**src/rtl/shift_seq_ctrl.sv**
```systemverilog
// Multi-cycle shift sequencer: loads a word, applies shamt single-bit left shifts, pulses done.
// Optional serial tap outputs (ser_out/ser_valid) enabled by SHIFT_SEQ_SERIAL_OUT_EN.
module shift_seq_ctrl #(
  parameter int WIDTH   = 32,
  parameter int SHAMT_W = 5
) (
  input  logic               clk,
  input  logic               reset,
  input  logic               start,
  input  logic [WIDTH-1:0]   data_in,
  input  logic [SHAMT_W-1:0] shamt,
  input  logic [1:0]         mode,
  output logic               busy,
  output logic               done,
  output logic [WIDTH-1:0]   result
`ifdef SHIFT_SEQ_SERIAL_OUT_EN
  ,
  output logic               ser_out,
  output logic               ser_valid
`endif
);

  typedef enum logic [1:0] {
    IDLE,
    SHIFT,
    DONE
  } state_t;

  state_t             state, state_nxt;
  logic [SHAMT_W-1:0] count;
  logic [1:0]         lmode;

  // load/shift register controls: sel=1 loads load_val, sel=0 shifts in shiftin
  logic               sel;
  logic               shiftin;
  logic [WIDTH-1:0]   load_val;

  always_comb begin
    state_nxt = state;
    sel       = 1'b1;
    load_val  = result;
    shiftin   = 1'b0;
    busy      = 1'b0;
    done      = 1'b0;
    case (state)
      IDLE: begin
        if (start) begin
          load_val  = data_in;
          state_nxt = (shamt != '0) ? SHIFT : DONE;
        end
      end
      SHIFT: begin
        busy = 1'b1;
        sel  = 1'b0;
        case (lmode)
          2'b01:   shiftin = 1'b1;
          2'b10:   shiftin = result[WIDTH-1];
          default: shiftin = 1'b0;
        endcase
        if (count == SHAMT_W'(1)) state_nxt = DONE;
      end
      DONE: begin
        busy      = 1'b1;
        done      = 1'b1;
        state_nxt = IDLE;
      end
      default: state_nxt = IDLE;
    endcase
  end

  always_ff @(posedge clk) begin
    if (reset) begin
      state <= IDLE;
      count <= '0;
      lmode <= 2'b00;
    end else begin
      state <= state_nxt;
      if (state == IDLE && start) begin
        count <= shamt;
        lmode <= mode;
      end else if (state == SHIFT) begin
        count <= count - SHAMT_W'(1);
      end
    end
  end

  // The 32-bit load/shift register, driven only by the FSM controls above
  always_ff @(posedge clk) begin
    if (reset)    result <= '0;
    else if (sel) result <= load_val;
    else          result <= {result[WIDTH-2:0], shiftin};
  end

`ifdef SHIFT_SEQ_SERIAL_OUT_EN
  assign ser_valid = (state == SHIFT);
  assign ser_out   = ser_valid & result[WIDTH-1];
`endif

endmodule

```
**config.mk**
```make
export PLATFORM = sky130hd
export DESIGN_NAME = shift_seq_ctrl
export DESIGN_NICKNAME = d
export VERILOG_FILES = /design/src/rtl/shift_seq_ctrl.sv
export SDC_FILE = /design/constraint.sdc
export NUM_CORES = 1
export LEC_CHECK = 0
export BUFFER_PORTS_ARGS = -buffer_cell sky130_fd_sc_hd__buf_2
export CAP_MARGIN = 30
export CORE_MARGIN = 5
export CORE_UTILIZATION = 52
export CTS_CLUSTER_SIZE = 28
export DETAILED_ROUTE_END_ITERATION = 10
export PLACE_DENSITY = 0.84
export RECOVER_POWER = 25
export SLEW_MARGIN = 20
export SYNTH_ARGS = -nofsm -noshare
export SYNTH_HDL_FRONTEND = slang
export SYNTH_SLANG_ARGS = --single-unit
```
**constraint.sdc**
```tcl
create_clock -name clk -period 2.55 [get_ports clk]
set_input_delay 0.765 -clock clk [delete_from_list [all_inputs] [get_ports clk]]
set_output_delay 0.765 -clock clk [all_outputs]
set_load 0.05 [all_outputs]
```
* After elaboration in Yosys (flattened, before gate mapping)
Cells that the tools add are included.
** Storage, ports and cells
- Flip-flop bits (word level) :: 41
- Bits of input ports :: 42
- Output and inout bits :: 34
- Word-level logic and storage cells :: 33
** Cells by class
- Add/sub/neg operators :: 1
- Equal/unequal tests :: 7
- Mux-type cells :: 12
- Reductions and logical operators :: 9
** Operators with widths (number)
- two-way mux 32 bit :: 3
- two-way mux 5 bit :: 2
- two-way mux 2 bit :: 3
- nonzero test 2 bit :: 3
- equality test 5 x 1 -> 1 bit (second input constant) :: 1
- nonzero test 5 bit :: 1
- subtractor 5 x 1 -> 5 bit (second input constant) :: 1
- equality test 2 x 1 -> 1 bit (second input constant) :: 2
- equality test 2 bit (second input constant) :: 2
- inequality test 2 bit (second input constant) :: 2
- case mux 2 bit (2 select lines) :: 1
- AND reduction 2 bit :: 2
- zero test 2 bit :: 1
- two-way mux 1 bit :: 2
- case mux 1 bit (2 select lines) :: 1
- OR reduction 2 bit :: 1
- logical AND 1 bit :: 1

* Depth between registers and ports, before layout
- Depth in word-level cells :: 4
- Gate-level depth with buffers :: 7

* Least setup slack after synthesis
No wires, ideal clock.
- Path type :: register to output
- From :: register state[1]
- To :: output port busy
- Data arrival time :: 0.921 ns
- Required time :: 1.785 ns
- Slack :: 0.864 ns
- Cell stages (with the launch flop) :: 3
- Path buffers :: 0
- Cell sequence :: dfxtp_1 inv_1 ha_1
** On the way
- Word-level cells in the longest chain between the ends :: 3
- Elaborated cells between the ends (all ways) :: 4
- Those cells by class :: 2 x eq/ne; 1 x mux; 1 x reduce/logical
** Ends and longest elaborated chain
- start: declaration :: line 29 : state_t state, state_nxt;
- start signal: assignment :: line 77 : state <= state_nxt;
- equality test 2 x 1 -> 1 bit or equality test 2 bit (tied branches) :: line 45 : case (state)
- OR reduction 2 bit (no line) (*)
- two-way mux 1 bit (*) :: line 45
- end: declaration :: line 13 : output logic busy,
Every way passes the cells marked *; elsewhere a longest branch is shown, timed or not.

* Final worst setup path
- From :: register state[1]
- To :: register result[20]
** On the way
- Word-level cells in the longest chain between the ends :: 3
- Elaborated cells between the ends (all ways) :: 6
- Those cells by class :: 1 x eq/ne; 1 x mux; 4 x reduce/logical
** Ends and longest elaborated chain
- equality test 2 x 1 -> 1 bit or zero test 2 bit (tied branches) :: line 45
- nonzero test 2 bit (no line)
- AND reduction 2 bit (no line)
- end signal: assignment :: line 90 : else if (sel) result <= load_val;
- end signal: assignment :: line 91 : else result <= {result[WIDTH-2:0], shiftin};
- end: declaration :: line 15 : output logic [WIDTH-1:0] result
Several ways; a longest one is shown, not always the timed one.
A chain may end at the register's enable or synchronous reset.

==> flow_metrics.env <==
export IMPL_path_cells="inv_1 > ha_1 > inv_1 > buf_12 > nor2_1 > a311oi_1"
export IMPL_synth_seq_cells=41
export IMPL_row_count=22
export IMPL_core_area_sq_mm=0.003689
export IMPL_rsz0062_at_grt="false"
export IMPL_fmax_mhz=463.7
export IMPL_cts_clk_slew_worst_paths_ns=0.08
export IMPL_dr_pass1_iters=4
export IMPL_slew_headroom_pct=46.17
export IMPL_num_vias=2009
export IMPL_min_from="lmode[1]"
export IMPL_seqPwrFrac_pct=37.0
export IMPL_reg2reg_from="state[1]"
export IMPL_crit_path_frequent_cell="inv_1"
export IMPL_swShare_pct=45.21
export IMPL_hp_class="reg -> reg"
export IMPL_p_clk_share_pct=19.9
export IMPL_initialDrtViolationCount=131
export IMPL_clock_root_buffer="clkbuf_8"
export IMPL_final_nets=357
export IMPL_syn_nets=295
export IMPL_worstSetupStartpoint="state[1]"
export IMPL_min_period_ns=2.156
export IMPL_gr_total_overflow=0
export IMPL_cts_tree="built"
export IMPL_ys_types=27
export IMPL_maxCapViolCount=0
export IMPL_n_antenna_cell=0
export IMPL_cts_setup_buffers=0
export IMPL_fin_skew_ns=0.005457
export IMPL_cts_buffers=5
export IMPL_fin_hold_ws_ns=0.4748
export IMPL_drv_slew=0
export IMPL_layout_cells_non_filler=357
export IMPL_p_leak_nw=1.079
export IMPL_setup_viol_count_final=0
export IMPL_path_class="reg -> reg"
export IMPL_clock_sinks=41
export IMPL_layout_common_cells="buf_2 (68), dfxtp_1 (41), nand2_1 (37), nor2_1 (37), nand3_1 (36)"
export IMPL_grt_antenna_before_repair=0
export IMPL_cp_slowest_cell="inv_1"
export IMPL_worstMarginPinSlew_ns=0.8066
export IMPL_required_ns=2.74
export IMPL_gp_congestion=0.8088
export IMPL_ctsResizeCount=0
export IMPL_grt_use_total_pct=20.47
export IMPL_die_w_um=71.74
export IMPL_fin_util_pct=66.35
export IMPL_ant_nets=0
export IMPL_placed_cells=349
export IMPL_p_per_area_mw_per_mm2=963.7
export IMPL_crit_fanout=36
export IMPL_seq_area_frac_synth_pct=41.41
export IMPL_cts_hold_buf=0
export IMPL_area_growth_synth_to_final_pct=23.48
export IMPL_initial_core_util_pct=53.73
export IMPL_grt_pass1_wl_um=8390
export IMPL_wl_per_cell_um=14.38
export IMPL_ir_drop_uv=447.4
export IMPL_drc=0
export IMPL_status="finished, final reports clean"
export IMPL_routed_via_density=5.627
export IMPL_net_switching_power_w=0.001066
export IMPL_avgSynthCellArea_sq_um=8.057
export IMPL_die_h_um=71.74
export IMPL_synth_warnings=0
export IMPL_dieArea_sq_mm=0.005146
export IMPL_internal_power_w=0.001292
export IMPL_combPwrFrac_pct=43.0
export IMPL_syn_inst=246
export IMPL_finalCritPeriodShare_pct=84.56
export IMPL_netlist_area_sq_mm=0.001982
export IMPL_htree_num_levels=2
export IMPL_routed_wl_um=5135
export IMPL_port_buffers=75
export IMPL_clkLatencyLatePin_ns=0.30
export IMPL_final_hold_violation_count=0
export IMPL_io_pins=76
export IMPL_cp_start_kind="register"
export IMPL_clock_path_buffers=2
export IMPL_drive_gt1_share_pct=26.54
export IMPL_crit_path_end_kind="register"
export IMPL_max_stage_delay_ns=0.66
export IMPL_grt_pass1_vias=1870
export IMPL_grt_start_max_net_pins=43
export IMPL_arrival_ns=2.35
export IMPL_hpwl_um=3576
export IMPL_timing_setup_tns_ns=0
export IMPL_final_common_cell="buf_2"
[cell families (layout without fill, tap and decap cells)]
| logic type | after synthesis | count (layout) | synth area share, % |
|---|---|---|---|
| simple gates | 115 | 115 | 25.76 |
| compound gates | 48 | 48 | 20.08 |
| flops | 41 | 41 | 41.41 |
| buf+inv | 32 | 95 | 7.007 |
| fa+ha+maj | 7 | 7 | 4.419 |
| xor+xnor | 3 | 3 | 1.326 |
[synth_stat cells]
cell	n	share of area, %
xnor2_1	2	0.88
a311oi_1	34	15
inv_1	7	1.3
a22oi_1	1	0.38
ha_1	7	4.4
o2bb2ai_1	1	0.44
or4_1	2	0.76
o32ai_1	1	0.44
a21oi_1	4	1.0
o21a_1	1	0.38
nor2_1	37	7.0
o211ai_1	1	0.38
clkbuf_1	8	1.5
o31ai_1	1	0.38
nand2_1	36	6.8
or2_2	1	0.32
xor2_1	1	0.44
or4b_4	1	0.69
nor4b_2	1	0.76
o311a_1	1	0.51
nand3_1	36	9.1
dfxtp_1	41	41
buf_2	15	3.8
a211oi_1	3	1.1
nand2_2	1	0.32
inv_2	1	0.19
buf_1	1	0.19
[power groups by stage]
stage	sequential, W	combinational, W	clock [W]
global placement	0.000884	0.00101	0
floorplan	0.00123	0.000445	0
finish	0.000874	0.00101	0.000470
global route	0.000894	0.00110	0.000516
detailed placement	0.000888	0.00103	0
CTS	0.000874	0.00103	0.000479
[layout make-up]
type	count	area, sq um
Clock buffer	7	96.34
Clock inverter	1	5.005
Fill cell	339	1241
Inverter	8	30.03
Multi-Input combinational cell	173	1013
Sequential cell	41	820.8
Tap cell	48	60.06
Timing Repair Buffer	79	421.7
[critical path: cells and delay by family, from the launching register on]
family | cells | cell delay [ns]
buffers and inverters | 3 | 1.02
flip-flops | 1 | 0.34
AO/OA/AOI/OAI | 1 | 0.29
adder cells (fa/ha/maj) | 1 | 0.35
AND/OR/NAND/NOR | 1 | 0.05
[sequential cells by signal (all words and copies together), names as in the netlist]
name	count
result	32
count	5
lmode	2
state	2
[through the flow]
stage	power, W	worst slack (ns)	area [sq um]
2_1_floorplan	0.001673	0.8641	1982
6_report	0.002359	0.3936	2447
3_3_place_gp	0.001892	0.6019	2364
3_5_place_dp	0.001913	0.5504	2364
5_1_grt	0.002505	0.2364	2447
4_1_cts	0.002381	0.5242	2465
[per-layer routing]
metal / wire length (um) / global-route usage (%) / up-vias
li1: - / - / 1012
met3: 457 / 6.452 / 6
met5: 0 / 0 / -
met2: 2366 / 32.96 / 75
met4: 47 / 7.933 / 0
met1: 2264 / 25.43 / 916
[worst paths after layout]
check	end	slack, ns	depth (start not counted)
worst min-delay path	lmode[1]	0.47	2
worst max-delay path	result[20]	0.39	6
worst min register to register	lmode[1]	0.47	2
worst max register to register	result[20]	0.39	6
No activity file was read; power rests on OpenSTA's default activity.
